### src/rtl/lcd_msg_sequencer.sv
// lcd_msg_sequencer
//   Streams a 32-entry character frame buffer to a character-LCD controller.
//   Each character goes through a ready handshake, then a one-cycle write pulse,
//   then a settle/ready wait and a gap. A frame may run once or repeat.
//
// Ports
//   clk, rst          system clock, synchronous active-high reset
//   start             begin a frame (only honoured while idle)
//   mode              0 = one-shot, 1 = continuous refresh (sampled at frame end)
//   buf_we/addr/wdata frame-buffer write port, addr = row*16 + col
//   lcd_ready         controller ready
//   char_data         character presented to the controller
//   cursor_pos        position presented to the controller
//   write_enable      one-cycle write strobe
//   busy              high whenever a frame is in progress
//   frame_done        one-cycle pulse when the last character finishes
module lcd_msg_sequencer #(
    parameter int unsigned COLS            = 16,
    parameter int unsigned ROWS            = 2,
    parameter int unsigned START_DELAY_CYC = 50_000_000,
    parameter int unsigned CHAR_GAP_CYC    = 50_000,
    parameter int unsigned REFRESH_GAP_CYC = 5_000_000
) (
    input  logic       clk,
    input  logic       rst,
    input  logic       start,
    input  logic       mode,
    input  logic       buf_we,
    input  logic [4:0] buf_addr,
    input  logic [7:0] buf_wdata,
    input  logic       lcd_ready,
    output logic [7:0] char_data,
    output logic [4:0] cursor_pos,
    output logic       write_enable,
    output logic       busy,
    output logic       frame_done
);

    typedef enum logic [2:0] {
        IDLE,
        PRE,
        WAIT_RDY,
        ISSUE,
        SETTLE,
        GAP,
        REFRESH
    } state_t;

    localparam logic [3:0] LAST_COL = 4'(COLS - 1);
    localparam logic       LAST_ROW = 1'(ROWS - 1);

    state_t      state, state_nxt;
    logic [31:0] cnt, cnt_nxt;
    logic [4:0]  idx, idx_nxt;
    logic [7:0]  mem [32];
    logic [7:0]  char_hold;
    logic [4:0]  pos_hold;
    logic        last_col;
    logic        last_entry;
    logic        addr_ok;

    assign last_col   = (idx[3:0] == LAST_COL);
    assign last_entry = last_col && (idx[4] == LAST_ROW);
    assign addr_ok    = (buf_addr[3:0] <= LAST_COL) && (buf_addr[4] <= LAST_ROW);

    // The buffer is read combinationally in the ISSUE cycle, so a write landing
    // at the end of that cycle is not seen until the next frame. Outside ISSUE
    // the last issued character/position are held.
    assign char_data  = (state == ISSUE) ? mem[idx] : char_hold;
    assign cursor_pos = (state == ISSUE) ? idx      : pos_hold;
    assign busy       = (state != IDLE);

    always_comb begin
        state_nxt    = state;
        cnt_nxt      = cnt;
        idx_nxt      = idx;
        write_enable = 1'b0;
        frame_done   = 1'b0;
        case (state)
            IDLE: begin
                if (start) begin
                    cnt_nxt   = START_DELAY_CYC;
                    idx_nxt   = 5'd0;
                    state_nxt = PRE;
                end
            end
            PRE: begin
                if (cnt == 32'd0) state_nxt = WAIT_RDY;
                else              cnt_nxt   = cnt - 32'd1;
            end
            WAIT_RDY: begin
                if (lcd_ready) state_nxt = ISSUE;
            end
            ISSUE: begin
                write_enable = 1'b1;
                state_nxt    = SETTLE;
            end
            SETTLE: begin
                if (lcd_ready) begin
                    cnt_nxt   = CHAR_GAP_CYC;
                    state_nxt = GAP;
                end
            end
            GAP: begin
                if (cnt != 32'd0) begin
                    cnt_nxt = cnt - 32'd1;
                end else if (last_entry) begin
                    frame_done = 1'b1;
                    idx_nxt    = 5'd0;
                    if (mode) begin
                        cnt_nxt   = REFRESH_GAP_CYC;
                        state_nxt = REFRESH;
                    end else begin
                        state_nxt = IDLE;
                    end
                end else if (last_col) begin
                    // jump to column 0 of the next row (row stride is 16)
                    idx_nxt   = (idx & 5'h10) + 5'd16;
                    state_nxt = WAIT_RDY;
                end else begin
                    idx_nxt   = idx + 5'd1;
                    state_nxt = WAIT_RDY;
                end
            end
            REFRESH: begin
                if (cnt == 32'd0) state_nxt = WAIT_RDY;
                else              cnt_nxt   = cnt - 32'd1;
            end
            default: state_nxt = IDLE;
        endcase
    end

    always_ff @(posedge clk) begin
        if (rst) begin
            state     <= IDLE;
            cnt       <= 32'd0;
            idx       <= 5'd0;
            char_hold <= 8'h00;
            pos_hold  <= 5'd0;
        end else begin
            state <= state_nxt;
            cnt   <= cnt_nxt;
            idx   <= idx_nxt;
            if (state == ISSUE) begin
                char_hold <= mem[idx];
                pos_hold  <= idx;
            end
        end
    end

    always_ff @(posedge clk) begin
        if (rst) begin
            for (int i = 0; i < 32; i++) mem[i] <= 8'h20;
        end else if (buf_we && addr_ok) begin
            mem[buf_addr] <= buf_wdata;
        end
    end

endmodule

### config.mk
export PLATFORM = sky130hd
export DESIGN_NAME = lcd_msg_sequencer
export DESIGN_NICKNAME = d
export VERILOG_FILES = /design/src/rtl/lcd_msg_sequencer.sv
export SDC_FILE = /design/constraint.sdc
export NUM_CORES = 1
export LEC_CHECK = 0
export ABC_CLOCK_PERIOD_IN_PS = 3700
export CAP_MARGIN = 20
export CORE_ASPECT_RATIO = 0.9
export CORE_MARGIN = 8
export CORE_UTILIZATION = 27
export DETAILED_ROUTE_END_ITERATION = 6
export PLACE_DENSITY_LB_ADDON = 0.15
export SYNTH_ARGS = -nofsm -noshare
export SYNTH_HDL_FRONTEND = slang
export SYNTH_SLANG_ARGS = --single-unit
### constraint.sdc
create_clock -name clk -period 3.7 [get_ports clk]
set_input_delay 0.37 -clock clk [delete_from_list [all_inputs] [get_ports clk]]
set_output_delay 0.37 -clock clk [all_outputs]
set_load 0.02 [all_outputs]
==> impl_metrics.env <==
export IMPL_grt_usage_pct=14.19
export IMPL_die_w_um=264.9
export IMPL_grt_pass1_vias=10080
export IMPL_drtAntennaViolNets=0
export IMPL_clockBufferDepth=3
export IMPL_fin_setup_tns_ns=0
export IMPL_grt_pass1_wl_mm=67.85
export IMPL_rsz0062_at_grt="no"
export IMPL_criticalPathCategory="reg -> out"
export IMPL_routedWlPerCell_um=22.16
export IMPL_yosys_register_bits=314
export IMPL_stdcell_count=2058
export IMPL_design_area_sq_mm=0.01777
export IMPL_start_util_pct=27.17
export IMPL_utilization_pct=32.07
export IMPL_synth_seq_area_share_pct=58.77
export IMPL_power_mw=8.702
export IMPL_worstPathRequired_ns=3.33
export IMPL_synth_area_per_cell_sq_um=12.05
export IMPL_die_h_um=240.0
export IMPL_yosys_warnings=0
export IMPL_status="completed"
export IMPL_fin_skew_ns=0.03222
export IMPL_cts_buffers=39
export IMPL_antenna_found_initial=1
export IMPL_drv_slew=0
export IMPL_synth_nets=1271
export IMPL_postSynthCellCount=1249
export IMPL_synth_top_area_share_pct=51.06
export IMPL_cp_start_kind="flip-flop"
export IMPL_firstDrtPassIters=5
export IMPL_worst_slew_pin_slew_ns=0.9508
export IMPL_relSlewSlack_pct=36.19
export IMPL_synth_most_common_cell="edfxtp_1"
export IMPL_fin_hold_ws_ns=0.5059
export IMPL_initialDrtViolationCount=725
export IMPL_dp_hpwl_mm=31.61
export IMPL_drc_errors=0
export IMPL_numPortBuffers=34
export IMPL_worstPathArrival_ns=3.15
export IMPL_cts_setup_buffers=0
export IMPL_max_freq_mhz=284.0
export IMPL_synthFlopType="edfxtp_1"
export IMPL_path_max_fanout=25
export IMPL_hold_class="reg -> reg"
export IMPL_synth_area_leaders="edfxtp_1, and2_1, dfxtp_1"
export IMPL_dp_slack_ns=0.5891
export IMPL_fin_crit_sh_pct=95.18
export IMPL_synth_edf_count=256
export IMPL_gp_congestion=0.8221
export IMPL_setup_viol=0
export IMPL_p_leak_nw=5.921
export IMPL_dp_cells=1982
export IMPL_grt_overflow=0
export IMPL_maxCapViolCount=0
export IMPL_vias=9997
export IMPL_dr_wl_met2_mm=20.22
export IMPL_yosys_area_top_type="edfxtp_1"
export IMPL_drive_gt1_share_pct=14.45
export IMPL_fin_crit_ns=3.522
export IMPL_met1_length_mm=22.26
export IMPL_synthesis_area_sq_mm=0.01506
export IMPL_worst_setup_path_end_kind="primary output"
export IMPL_routed_wl_mm=45.61
export IMPL_cts_sinks=314
export IMPL_cellPowerDensity_mw_per_mm2=489.7
export IMPL_htreeDepth=2
export IMPL_vias_per_cell=4.858
export IMPL_route_met3_wl_mm=1.985
export IMPL_maxUsedRoutingLayer="met4"
export IMPL_core_area_sq_mm=0.05540
export IMPL_fin_nets=1336
export IMPL_root_buffer="clkbuf_16"
export IMPL_cts_tree="yes"
export IMPL_placed_area_sq_mm=0.01645
export IMPL_yosysUniqueCellTypes=68
export IMPL_rows=82
export IMPL_io_pins=35
export IMPL_clk_pin_slew_ns=0.06
export IMPL_grt_max_degree=56
export IMPL_hold_violations=0
export IMPL_clk_latency_ns=0.56
export IMPL_finalWorstSetupSlack_ns=0.1783
export IMPL_async_flop_share_pct=0
export IMPL_netlist_top_cells_count="edfxtp_1, and2_1, nor2_1"
export IMPL_die_area_sq_mm=0.06358
export IMPL_ir_worst_vdd_mv=0.2594
export IMPL_area_growth_pct=18.03
-- worst paths after layout --
check	slack, ns	cells after the start	startpoint	end
setup / recovery	0.18	6	flip-flop	char_data[0]
hold / removal	0.51	2	idx[4]$_SDFFE_PP0P_	idx[4]$_SDFFE_PP0P_
setup reg to reg	0.81	8	idx[0]$_SDFFE_PP0P_	cnt[6]$_SDFFE_PP0P_
hold reg to reg	0.51	2	idx[4]$_SDFFE_PP0P_	idx[4]$_SDFFE_PP0P_
-- layout make-up --
cell class	count	area, sq um
Clock buffer	50	1047
Tap cell	714	893.4
Multi-Input combinational cell	843	5827
Antenna cell	1	2.502
Inverter	9	33.78
Clock inverter	20	207.7
Timing Repair Buffer	107	904.6
Fill cell	5520	37630
Sequential cell	314	8853
-- what timing repair did --
action | in CTS | in global routing
hold buffers | 0 | 0
gates resized for setup | 1 | 9
endpoints found under the setup margin | 1 | 8
pin swaps | 0 | 0
-- critical path, cell delays in order, from the launching register on --
cell and delay [ns]:
dfxtp_4 0.48, buf_12 0.25, mux4_2 0.56, o22ai_1 0.37, o31ai_1 0.12, and2_1 0.22
clkdlybuf4s50_1 0.56
-- power breakdown --
| group | total [mW] | switching, mW | internal, mW |
|---|---|---|---|
| clock | 3.83 | 1.55 | 2.28 |
| sequential | 4.11 | 0.106 | 4.00 |
| combinational | 0.758 | 0.501 | 0.257 |
-- layer usage --
| layer | global-route usage, % | vias to the layer above |
|---|---|---|
| met1 | 19.95 | 4977 |
| met3 | 2.576 | 69 |
| met2 | 22.02 | 203 |
| met5 | 0 | - |
| met4 | 4.464 | 0 |
| li1 | - | 4748 |
-- kinds of logic after synthesis --
family	after synthesis	synth area share (%)
compound gates	198	8.261
xor+xnor	7	0.4072
fa+ha+maj	3	0.2493
buf+inv	92	2.684
flops	314	58.77
mux	98	9.175
simple gates	537	20.45
-- cell usage in the layout (no fill, tap or decap), types with 9 or more instances in the layout --
cell type	instances
edfxtp_1	256
and2_1	239
nor2_1	81
nand2_1	68
mux2i_1	65
buf_4	65
a21oi_1	56
dfxtp_1	56
o21ai_0	42
or3_1	41
clkbuf_16	39
mux4_2	32
clkdlybuf4s50_1	32
o22ai_1	20
a22oi_1	19
nor3_1	17
nand3_1	16
nor4_1	16
clkinv_2	10
nand3b_1	9
-- flip-flops by register name (all words and copies together) (netlist names), named ones only --
register and cells:
char_hold 8, idx 5, mem 256, pos_hold 5, cnt 32, state 3
Note: power is estimated with default switching activity, not from simulation.
